--- config.mk ---
export PLATFORM = sky130hd
export DESIGN_NAME = serial_pattern_source
export DESIGN_NICKNAME = d
export VERILOG_FILES = /design/src/rtl/serial_pkg.sv /design/src/rtl/serial_pattern_source_bit_tick_gen.sv /design/src/rtl/serial_pattern_source.sv
export SDC_FILE = /design/constraint.sdc
export NUM_CORES = 1
export LEC_CHECK = 0
export ABC_AREA = 1
export BUFFER_PORTS_ARGS = -buffer_cell sky130_fd_sc_hd__buf_4
export CAP_MARGIN = 20
export CORE_ASPECT_RATIO = 0.8
export CORE_MARGIN = 3
export CORE_UTILIZATION = 45
export CTS_CLUSTER_SIZE = 10
export DETAILED_ROUTE_END_ITERATION = 7
export GPL_TIMING_DRIVEN = 1
export PLACE_DENSITY = 0.68
export SLEW_MARGIN = 20
export SYNTH_ARGS = -nofsm -noshare
export SYNTH_HDL_FRONTEND = slang
export SYNTH_SLANG_ARGS = --single-unit
export TNS_END_PERCENT = 20
--- constraint.sdc ---
create_clock -name clk -period 1.2 [get_ports clk]
set_input_delay 0.06 -clock clk [delete_from_list [all_inputs] [get_ports clk]]
set_output_delay 0.06 -clock clk [all_outputs]
set_load 0.05 [all_outputs]
--- src/rtl/serial_pkg.sv ---
// Shared definitions for the serial pattern source: state encoding,
// default geometry and the keyed next-state selector.
package serial_pkg;

    typedef enum logic [1:0] {
        IDLE  = 2'd0,
        SHIFT = 2'd1,
        DONE  = 2'd2
    } state_e;

    localparam int DEFAULT_WIDTH = 8;
    localparam int DEFAULT_DIV   = 4;
    localparam int TIMER_W       = 8;
    localparam int IDX_W         = 4;

    // Keyed selector: picks the candidate for the current state and falls
    // back to IDLE for any encoding outside the three legal states.
    function automatic state_e mux_key_with_default(
        input state_e key,
        input state_e idle_v,
        input state_e shift_v,
        input state_e done_v
    );
        state_e sel;
        case (key)
            IDLE:    sel = idle_v;
            SHIFT:   sel = shift_v;
            DONE:    sel = done_v;
            default: sel = IDLE;
        endcase
        return sel;
    endfunction

endpackage

--- src/rtl/serial_pattern_source_bit_tick_gen.sv ---
// Bit-period timer: counts clocks while the stream is running, stalls on
// hold, and flags the last clock of each bit period with a one-cycle tick.
module bit_tick_gen
    import serial_pkg::*;
#(
    parameter int DIV = DEFAULT_DIV
) (
    input  logic clk,
    input  logic reset,
    input  logic start,
    input  logic run,
    input  logic hold,
    output logic tick
);

    localparam logic [TIMER_W-1:0] LAST = TIMER_W'(DIV - 1);

    logic [TIMER_W-1:0] timer_q;
    logic [TIMER_W-1:0] timer_d;

    // Tick marks the final clock of a bit period; a held cycle never ticks.
    always_comb begin
        tick = run && !hold && (timer_q == LAST);
    end

    // Timer next value: cleared on start or when idle, frozen on hold,
    // wraps to zero after DIV-1 and never counts beyond it.
    always_comb begin
        timer_d = timer_q;
        if (start) begin
            timer_d = {TIMER_W{1'b0}};
        end else if (!run) begin
            timer_d = {TIMER_W{1'b0}};
        end else if (hold) begin
            timer_d = timer_q;
        end else if (timer_q == LAST) begin
            timer_d = {TIMER_W{1'b0}};
        end else begin
            timer_d = timer_q + TIMER_W'(1);
        end
    end

    // Timer register with synchronous reset.
    always_ff @(posedge clk) begin
        if (reset) begin
            timer_q <= {TIMER_W{1'b0}};
        end else begin
            timer_q <= timer_d;
        end
    end

endmodule

--- src/rtl/serial_pattern_source.sv ---
// Serial pattern source: accepts a parallel word over valid/ready and
// replays it MSB-first on a 1-bit output, each bit held for DIV clocks.
module serial_pattern_source
    import serial_pkg::*;
#(
    parameter int WIDTH = DEFAULT_WIDTH,
    parameter int DIV   = DEFAULT_DIV
) (
    input  logic             clk,
    input  logic             reset,
    input  logic             load_valid,
    output logic             load_ready,
    input  logic [WIDTH-1:0] load_data,
    input  logic             hold,
    output logic             out,
    output logic             out_valid,
    output logic [IDX_W-1:0] bit_idx,
    output logic             done
);

    localparam logic [IDX_W-1:0] TOP_IDX = IDX_W'(WIDTH - 1);

    state_e             state_q,      state_d;
    logic [WIDTH-1:0]   shreg_q,      shreg_d;
    logic [IDX_W-1:0]   bit_idx_q,    bit_idx_d;
    logic               out_q,        out_d;
    logic               out_valid_q,  out_valid_d;
    logic               done_q,       done_d;
    logic               load_ready_q, load_ready_d;

    logic               accept_s;
    logic               run_s;
    logic               tick_s;
    logic               last_bit_s;
    state_e             idle_next_s;
    state_e             shift_next_s;

    bit_tick_gen #(
        .DIV (DIV)
    ) u_tick (
        .clk   (clk),
        .reset (reset),
        .start (accept_s),
        .run   (run_s),
        .hold  (hold),
        .tick  (tick_s)
    );

    // Handshake and per-state events feeding the keyed next-state selector.
    always_comb begin
        accept_s     = (state_q == IDLE) && load_ready_q && load_valid;
        run_s        = (state_q == SHIFT);
        last_bit_s   = (bit_idx_q == {IDX_W{1'b0}});
        idle_next_s  = accept_s ? SHIFT : IDLE;
        shift_next_s = (tick_s && last_bit_s) ? DONE : SHIFT;
        state_d      = mux_key_with_default(state_q, idle_next_s, shift_next_s, IDLE);
    end

    // Datapath and output next values; `out` always mirrors the MSB of the
    // shift register so it keeps the last bit while idle.
    always_comb begin
        shreg_d      = shreg_q;
        bit_idx_d    = bit_idx_q;
        out_valid_d  = out_valid_q;
        done_d       = 1'b0;
        load_ready_d = load_ready_q;
        case (state_q)
            IDLE: begin
                if (accept_s) begin
                    shreg_d      = load_data;
                    bit_idx_d    = TOP_IDX;
                    out_valid_d  = 1'b1;
                    load_ready_d = 1'b0;
                end else begin
                    out_valid_d  = 1'b0;
                    load_ready_d = 1'b1;
                end
            end
            SHIFT: begin
                load_ready_d = 1'b0;
                if (tick_s && last_bit_s) begin
                    out_valid_d = 1'b0;
                    done_d      = 1'b1;
                end else if (tick_s) begin
                    shreg_d     = {shreg_q[WIDTH-2:0], 1'b0};
                    bit_idx_d   = bit_idx_q - IDX_W'(1);
                    out_valid_d = 1'b1;
                end else begin
                    out_valid_d = 1'b1;
                end
            end
            DONE: begin
                out_valid_d  = 1'b0;
                load_ready_d = 1'b1;
            end
            default: begin
                out_valid_d  = 1'b0;
                load_ready_d = 1'b1;
            end
        endcase
        out_d = shreg_d[WIDTH-1];
    end

    // State and output registers with synchronous reset.
    always_ff @(posedge clk) begin
        if (reset) begin
            state_q      <= IDLE;
            shreg_q      <= {WIDTH{1'b0}};
            bit_idx_q    <= {IDX_W{1'b0}};
            out_q        <= 1'b0;
            out_valid_q  <= 1'b0;
            done_q       <= 1'b0;
            load_ready_q <= 1'b1;
        end else begin
            state_q      <= state_d;
            shreg_q      <= shreg_d;
            bit_idx_q    <= bit_idx_d;
            out_q        <= out_d;
            out_valid_q  <= out_valid_d;
            done_q       <= done_d;
            load_ready_q <= load_ready_d;
        end
    end

    assign out        = out_q;
    assign out_valid  = out_valid_q;
    assign bit_idx    = bit_idx_q;
    assign done       = done_q;
    assign load_ready = load_ready_q;

endmodule

[Yosys cells after proc, flatten, opt, wreduce, memory -nomap -nowiden]
Cells that the tools add are included.
Storage, ports and cells
  register bits: 25
  bits in latches: 0
  memory bits (writable): 0
  memory bits (read-only): 0
  bits of input ports: 12
  logic and storage cells: 46
  memories kept: 0
Cells by class
  add/subtract/negate cells: 2
  $mul: 0
  div/mod/pow operators: 0
  magnitude comparators: 0
  equality and inequality tests: 5
  shift-type cells: 0
  multiplexer cells: 18
  bitwise gates (word level): 1
  reductions and logical operators: 12
Operator list (number)
  2-to-1 mux 8 bit: 4
  one-hot mux 8 bit (2 select lines): 1
  2-to-1 mux 4 bit: 3
  adder 8 x 1 -> 8 bit, second input constant: 1
  == test 8 x 2 -> 1 bit, second input constant: 1
  one-hot mux 4 bit (2 select lines): 1
  inequality test 2 bit, second input constant: 3
  logical AND 1 bit: 5
  2-to-1 mux 1 bit: 5
  zero test 4 bit: 1
  one-hot mux 1 bit (2 select lines): 2
  one-hot mux 2 bit (2 select lines): 1
  AND reduction 4 bit: 1
  subtractor 4 x 1 -> 4 bit, second input constant: 1
  OR reduction 3 bit: 1
  == test 2 x 1 -> 1 bit, second input constant: 1
  zero test 2 bit: 1
  2-to-1 mux 2 bit: 1
  nonzero test 2 bit: 1
  OR reduction 2 bit: 1
  zero test 1 bit: 1
  inverter 1 bit: 1

[Depth between registers and ports, before layout]
Gate-level depths: netlist of the first run.
  depth in word-level cells: 6
  depth in mapped cells: 9

[By module]
From an unflattened synthesis of the first run, not the netlist that was laid out.
Second synthesis, totals
  cell total of the unflattened synthesis: 201
  area total of the unflattened synthesis: 1395.1 µm²
Modules (own cells, without submodules)
  serial_pattern_source: times used 1, cells each 130, area each 934.6 µm², seq. area each 320.3 µm²
  bit_tick_gen: times used 1, cells each 71, area each 460.4 µm², seq. area each 160.2 µm²

[Least setup slack after synthesis of the first run]
OpenSTA, ideal clock, no wires.
  path kind: register -> register
  start point: register bit_idx_q[0], in the netlist bit_idx[0]
  end point: register shreg_q[5]
  setup time: 0.115 ns
  data arrival time: 1.620 ns
  setup slack: -0.535 ns
  cell stages (with the launch flop): 10
  path buffers: 1
  period minus slack after synthesis: 1.735 ns
  path through: dfxtp_1 inv_1 ha_1 nand3_2 nand3_2 nand2_4 buf_8 nand3_2 nand2_1 nor2_1
On the way
  cells in the longest elaborated chain, start to end: 4
Ends and longest elaborated chain
  start: declaration: line serial_pattern_source.sv:25  | logic [IDX_W-1:0] bit_idx_q, bit_idx_d;
  start signal: assignment: line serial_pattern_source.sv:109  | bit_idx_q <= {IDX_W{1'b0}};
  start signal: assignment: line serial_pattern_source.sv:117  | bit_idx_q <= bit_idx_d;
  zero test 4 bit: line serial_pattern_source.sv:53  | last_bit_s = (bit_idx_q == {IDX_W{1'b0}});
  logical AND 1 bit: line serial_pattern_source.sv:81  | if (tick_s && last_bit_s) begin
  inequality test 2 bit (no source line)
  AND reduction 4 bit (no source line)
  end signal: assignment: line serial_pattern_source.sv:108  | shreg_q <= {WIDTH{1'b0}};
  end signal: assignment: line serial_pattern_source.sv:116  | shreg_q <= shreg_d;
  end: declaration: line serial_pattern_source.sv:24  | logic [WIDTH-1:0] shreg_q, shreg_d;
No other way between the ends.
A chain may end at the register's enable or synchronous reset.

[Worst setup path in the final report of the first run]
  start point: register u_tick.timer_q[1]
  end point: register shreg_q[7]
On the way
  cells in the longest elaborated chain, start to end: 5
  elaborated cells on any way between the ends: 6
  those cells by class: eq/ne: 3; reduce/logical: 3
Ends and longest elaborated chain
  start: declaration: line serial_pattern_source_bit_tick_gen.sv:18  | logic [TIMER_W-1:0] timer_q;
  start signal: assignment: line serial_pattern_source_bit_tick_gen.sv:46  | timer_q <= {TIMER_W{1'b0}};
  start signal: assignment: line serial_pattern_source_bit_tick_gen.sv:48  | timer_q <= timer_d;
  == test 8 x 2 -> 1 bit *: line serial_pattern_source_bit_tick_gen.sv:23  | tick = run && !hold && (timer_q == LAST);
  logical AND 1 bit *: line serial_pattern_source_bit_tick_gen.sv:23
  logical AND 1 bit: line serial_pattern_source.sv:81
  inequality test 2 bit (no source line)
  AND reduction 4 bit (no source line) *
Mark *: on every way between the ends. The rest lies on a longest branch, timed or not.

==> summary.md, run 1 <==
| Metric | Value |
|---|---|
| Sequential fraction of the synthesis area | `0.379` |
| I/O Buffers | `19` |
| Largest family of logic cells by synthesized area | `simple AND/OR/NAND/NOR gates` |
| Area share of the largest cell type after synthesis | `0.379` |
| Post-Synth XOR/XNOR Area | `0.0276` |
| Post-synth EDFFs | `0` |
| Largest net degree at the start of global routing | `21` |
| # diodes | `0` |
| Num CTS Buffers | `3` |
| H-tree Lvls | `1` |
| Fin crit share | `1.10` |
| Total power | `1.90 mW` |
| Multi-input gate area | `779 um2` |
| Drt wl/cell | `11.9 um` |
| Worst ir drop on vdd | `869 uV` |
| Placed cells | `255` |
| Maxcap violations | `0` |
| Post-DP HPWL | `2170 um` |
| HP Class | `primary input to flop` |
| Die Wd | `65.3 um` |
| Ys Warns | `0` |
| Post-DRT Antenna Nets | `0` |
| Crit path capture type | `flop` |
| Fin worst setup slack | `-0.116 ns` |
| Synth Cell Area | `1270 um2` |
| Max Transition Viols Final | `0` |
| Hold WS | `0.0285 ns` |
| TritonCTS clock tree | `done` |
| Initial antenna violation count | `0` |
| Post-Synth Adder-Cell Area | `0.0296` |
| Die ar. | `3490 um2` |
| Worst-path maximum fanout | `5` |
| Area after DPL | `1610 um2` |
| Gr ovfl total | `0` |
| Area growth syn-to-layout | `41.9%` |
| Num Clock Sinks | `24` |
| Core Rows | `16` |
| Final setup violation count | `15` |
| DRC viols | `0` |
| Mux contribution to synthesized area | `0` |
| Synth area leaders | `dfxtp_1 (38%), nand2_1 (15%), nor2_1 (6.8%)` |
| Leak | `0.830 nW` |
| Worst-Skew Late Latency | `0.31 ns` |
| Fin area | `1800 um2` |
| Fmax achieved | `0.760 GHz` |
| Clk root buf | `clkbuf_4` |
| Max-Slew Margin vs Limit | `0.733` |
| Synth Area in Compound Gates | `0.0800` |
| Simple-gate share of the synthesized area | `0.379` |
| Slew @ Worst Pin | `0.401 ns` |
| Number of global-route vias before repair | `1271` |
| Via density | `4.95` |
| CTS clk-pin slew, worst paths | `0.13 ns` |
| Unrepaired setup endpoints after global routing | `yes` |
| Starting density of the core | `0.495` |
| Power per Cell Area | `1060 nW/um2` |
| First-pass GRT wire length | `5490 um` |
| CTS max path bufs | `2` |
| Layout cells sized above 1 | `0.371` |
| CP required | `1.46 ns` |
| Clock skew | `0.00169 ns` |
| Cell taking the most area after synthesis | `dfxtp_1` |
| Fillcell total | `232` |
| Initial DRC count | `62` |
| Async SR Flop Fraction | `0` |
| Tmin final | `1.32 ns` |
| Syn Nets | `199` |
| Vias | `1312` |
| Most frequent cell after synthesis | `nand2_1` |
| Yosys reg bits | `24` |
| Status | `finished with violations` |
| DRT Pass-1 Iters | `5` |
| Final GP Congestion | `0.804` |
| Setup CP Type | `flop to flop` |
| Ys flop type | `dfxtp_1` |
| Die span in y | `53.5 um` |
| Post-synth top cells | `nand2_1 (50), dfxtp_1 (24), nor2_1 (23)` |
| Placeable Area | `2560 um2` |
| Final wirelength | `3160 um` |
| Register area | `498 um2` |
| Final TNS setup | `-1.08 ns` |
| Non-Filler Instances | `265` |
| Final Hold Fails | `0` |
| Post-synthesis instance total | `184` |
| Overall routing resource usage | `0.206` |
| Worst EP arrival | `1.57 ns` |
| Failing checks | `setup timing` |
| Synth unique cells | `25` |
| Nets | `245` |
| IO Pins | `20` |
| Synth Area per Inst | `6.89 um2` |
| Kind of start point of the critical path | `flop` |
cells by family after synthesis:
group / after synthesis
adder cells (fa/ha/maj): 3
XOR/XNOR: 4
AO/OA/AOI/OAI: 18
flip-flops: 24
buffers and inverters: 29
AND/OR/NAND/NOR: 106
path summary, 6_finish.rpt:
path | from | endpoint | slack (ns) | cells after the start
worst min-delay path | hold | u_tick.timer_q[1] | 0.03 | 3
worst max-delay path | u_tick.timer_q[1] | shreg_q[7] | -0.12 | 8
worst max register to register | u_tick.timer_q[1] | shreg_q[7] | -0.12 | 8
worst min register to register | shreg_q[1] | shreg_q[1] | 0.51 | 2
timing repair:
| item | 4_1_cts | 5_1_grt |
|---|---|---|
| hold endpoints to repair | 2 | 0 |
| hold buffers | 1 | 0 |
| setup buffers | 3 | 0 |
| resized for setup | 12 | 10 |
| pin swaps | 9 | 1 |
| endpoints found under the setup margin | 16 | 23 |
| cloned | 2 | 0 |
critical path, stage by stage (launching register included):
cell and delay (ns):
dfxtp_2 0.38, ha_4 0.16, nand2_4 0.06, nor2_4 0.11
nand3_4 0.16, nand2_8 0.12, buf_6 0.10, a21oi_2 0.04
nor2_1 0.12
layout make-up:
cell class / instances / area share
multi-input cells: 133 / 0.434
flip-flops and latches: 24 / 0.277
repair buffers: 44 / 0.191
inverters: 24 / 0.0529
well taps: 36 / 0.0251
clock buffers: 4 / 0.0202
flip-flops by register name, indices dropped and copies added (netlist names):
| register | cells |
|---|---|
| bit_idx | 4 |
| done | 1 |
| load_ready | 1 |
| shreg_q | 8 |
| state_q | 2 |
| u_tick.timer_q | 8 |
per-layer routing:
layer	share of wire	global-route usage	vias to the layer above
met2	0.47	0.355	42
met1	0.47	0.266	585
met5	0	0	-
met3	0.053	0.0467	4
met4	0.0079	0.0379	0
li1	-	-	681
cells in the final DEF, fill, tap and decap left out:
master,n
xnor2_1,2
inv_4,2
nand2_8,2
nor3_2,1
nand3_1,13
nand4_1,6
nand2_4,2
dlygate4sd3_1,1
nor2_1,21
nand2_2,2
clkbuf_8,1
dfxtp_1,16
a21oi_2,6
clkbuf_4,3
nor2_2,3
a21oi_1,11
buf_4,40
dfxtp_2,5
nand3_4,2
o21ai_2,1
xor2_1,2
nor3_1,3
ha_1,1
ha_4,2
buf_6,3
nor2_4,2
dfxtp_4,3
inv_1,19
nand2_1,48
nor3b_1,1
nand3_2,2
inv_2,3
power by group:
part	leakage, nW	switching (mW)	internal, mW
sequential	0.200	0.0355	0.853
combinational	0.609	0.343	0.235
clock	0.0210	0.249	0.185
total	0.830	0.627	1.27
through the flow:
step / util / worst slack, ns
floorplan: - / -0.132
global placement: 0.628 / -0.0907
detailed placement: 0.628 / -0.163
CTS: 0.686 / -0.0965
global route: 0.702 / -0.188
finish: 0.702 / -0.116
Note: power is estimated with default switching activity, not from simulation.
==> run 2: changes to the inputs <==
- CORE_MARGIN: 3 -> 4
- CTS_BUF_LIST: default -> sky130_fd_sc_hd__clkbuf_8
==> summary.md, run 2 (synthesized netlist as in run 1, its figures left out) <==
| Metric | Value |
|---|---|
| Status | `finished with violations (unchanged)` |
| Failing checks | `setup timing (unchanged)` |
| Worst EP arrival | `1.42 ns (was 1.57 ns)` |
| Fin worst setup slack | `-0.0480 ns (was -0.116 ns)` |
| Clk root buf | `clkbuf_8 (was clkbuf_4)` |
| Gr ovfl total | `0 (unchanged)` |
| Num Clock Sinks | `24 (unchanged)` |
| Setup CP Type | `flop to flop (unchanged)` |
| Fin crit share | `1.04 (was 1.10)` |
| HP Class | `primary input to flop (unchanged)` |
| Final GP Congestion | `0.797 (was 0.804)` |
| H-tree Lvls | `1 (unchanged)` |
| CP Cell Sequence | `ha_4 > nand2_2 > nor2_4 > nand3_4 > nand2_4 > nand3_1 > nand2_1 > nor2_2 (was ha_4 > nand2_4 > nor2_4 > nand3_4 > nand2_8 > buf_6 > a21oi_2 > nor2_1)` |
| Leak | `0.848 nW (was 0.830 nW)` |
| IO Pins | `20 (unchanged)` |
| Clock skew | `0.00374 ns (was 0.00169 ns)` |
| Final setup violation count | `15 (unchanged)` |
| Largest net degree at the start of global routing | `21 (unchanged)` |
| Nets | `244 (was 245)` |
| Initial DRC count | `77 (was 62)` |
| Core Rows | `16 (unchanged)` |
| Kind of start point of the critical path | `flop (unchanged)` |
| Die Wd | `67.3 um (was 65.3 um)` |
| Starting density of the core | `0.495 (unchanged)` |
| Worst-Skew Late Latency | `0.27 ns (was 0.31 ns)` |
| First-pass GRT wire length | `5440 um (was 5490 um)` |
| Initial antenna violation count | `0 (unchanged)` |
| CTS max path bufs | `2 (unchanged)` |
| Num CTS Buffers | `3 (unchanged)` |
| Post-DP HPWL | `2220 um (was 2170 um)` |
| CTS clk-pin slew, worst paths | `0.08 ns (was 0.13 ns)` |
| Final wirelength | `3250 um (was 3160 um)` |
| Number of global-route vias before repair | `1265 (was 1271)` |
| Worst-path maximum fanout | `5 (unchanged)` |
| Most frequent cells in the layout | `nand2_1 (47), buf_4 (38), nor2_1 (20), inv_1 (19), dfxtp_1 (16) (was nand2_1 (48), buf_4 (40), nor2_1 (21), inv_1 (19), dfxtp_1 (16))` |
| Max-Slew Margin vs Limit | `0.716 (was 0.733)` |
| # diodes | `0 (unchanged)` |
| Die span in y | `55.5 um (was 53.5 um)` |
| Overall routing resource usage | `0.185 (was 0.206)` |
| CP required | `1.37 ns (was 1.46 ns)` |
| Maxcap violations | `0 (unchanged)` |
| Fmax achieved | `0.801 GHz (was 0.760 GHz)` |
| Post-DRT Antenna Nets | `0 (unchanged)` |
| Most common cell after layout, fill and taps aside | `nand2_1 (unchanged)` |
| Crit path capture type | `flop (unchanged)` |
| Placeable Area | `2560 um2 (unchanged)` |
| Largest delay share family, worst path | `simple AND/OR/NAND/NOR gates (unchanged)` |
| Final Hold Fails | `0 (unchanged)` |
| Final TNS setup | `-0.372 ns (was -1.08 ns)` |
| Layout cells sized above 1 | `0.364 (was 0.371)` |
| R2r setup slk | `-0.05 ns (was -0.12 ns)` |
| Die ar. | `3740 um2 (was 3490 um2)` |
| Worst ir drop on vdd | `694 uV (was 869 uV)` |
| Non-Filler Instances | `264 (was 265)` |
| Power per Cell Area | `1080 nW/um2 (was 1060 nW/um2)` |
| Area growth syn-to-layout | `42.3% (was 41.9%)` |
| Unrepaired setup endpoints after global routing | `yes (unchanged)` |
| Tmin final | `1.25 ns (was 1.32 ns)` |
| Placed cells | `255 (unchanged)` |
| Critical path buffer and inverter count | `0 (was 1)` |
| Via density | `4.97 (was 4.95)` |
| Max Transition Viols Final | `0 (unchanged)` |
| Slowest CP cell | `dfxtp_2 (unchanged)` |
| Drt wl/cell | `12.3 um (was 11.9 um)` |
| TritonCTS clock tree | `done (unchanged)` |
| DRT Pass-1 Iters | `4 (was 5)` |
| DRC viols | `0 (unchanged)` |
| Hold WS | `0.0926 ns (was 0.0285 ns)` |
| Fillcell total | `230 (was 232)` |
| I/O Buffers | `19 (unchanged)` |
| Slowest cell delay on critical path | `0.36 ns (was 0.38 ns)` |
| Slew @ Worst Pin | `0.426 ns (was 0.401 ns)` |
| Vias | `1312 (unchanged)` |
run 2: worst paths after layout:
check,startpoint,endpoint,cells after the start
min,hold,u_tick.timer_q[1],3
min reg2reg,shreg_q[0],shreg_q[0],2
max reg2reg,u_tick.timer_q[1],shreg_q[1],8
max,u_tick.timer_q[1],shreg_q[1],8
run 2: stage by stage:
step	power (mW)	util	cell area [um2]	setup slack, ns
floorplan	1.26	-	1310	-0.132
global placement	1.40	0.628	1610	-0.0875
detailed placement	1.42	0.628	1610	-0.138
CTS	1.92	0.681	1740	-0.0683
global route	2.05	0.704	1800	-0.134
finish	1.94	0.704	1800	-0.0480
run 2: area by class of cell:
type	count	area (um2)	area share
multi-input cells	134	791	0.439
well taps	36	45.0	0.0250
clock buffers	3	41.3	0.0229
flip-flops and latches	24	498	0.276
inverters	24	95.1	0.0527
repair buffers	42	329	0.183
clock inverters	1	3.75	0.00208
run 2: per-layer routing:
layer | GRT usage | share of wire
met5 | 0 | 0
met4 | 0.0462 | 0.0089
met3 | 0.0548 | 0.055
met2 | 0.287 | 0.47
met1 | 0.249 | 0.47
run 2: worst reg2reg max path, stage by stage (launching register included):
cell,delay [ns]
dfxtp_2,0.36
ha_4,0.15
nand2_2,0.06
nor2_4,0.09
nand3_4,0.15
nand2_4,0.14
nand3_1,0.07
nand2_1,0.08
nor2_2,0.04
run 2: where the power goes:
part	switching, mW	internal (mW)	total [mW]
clock	0.251	0.229	0.480
sequential	0.0356	0.852	0.888
combinational	0.346	0.228	0.574
run 2: what timing repair did:
item	CTS	global route
gates cloned	3	0
hold endpoints to repair	2	0
endpoints found under the setup margin	16	22
pin swaps	10	7
hold buffers	1	0
gates resized for setup	9	15
buffers inserted	1	0
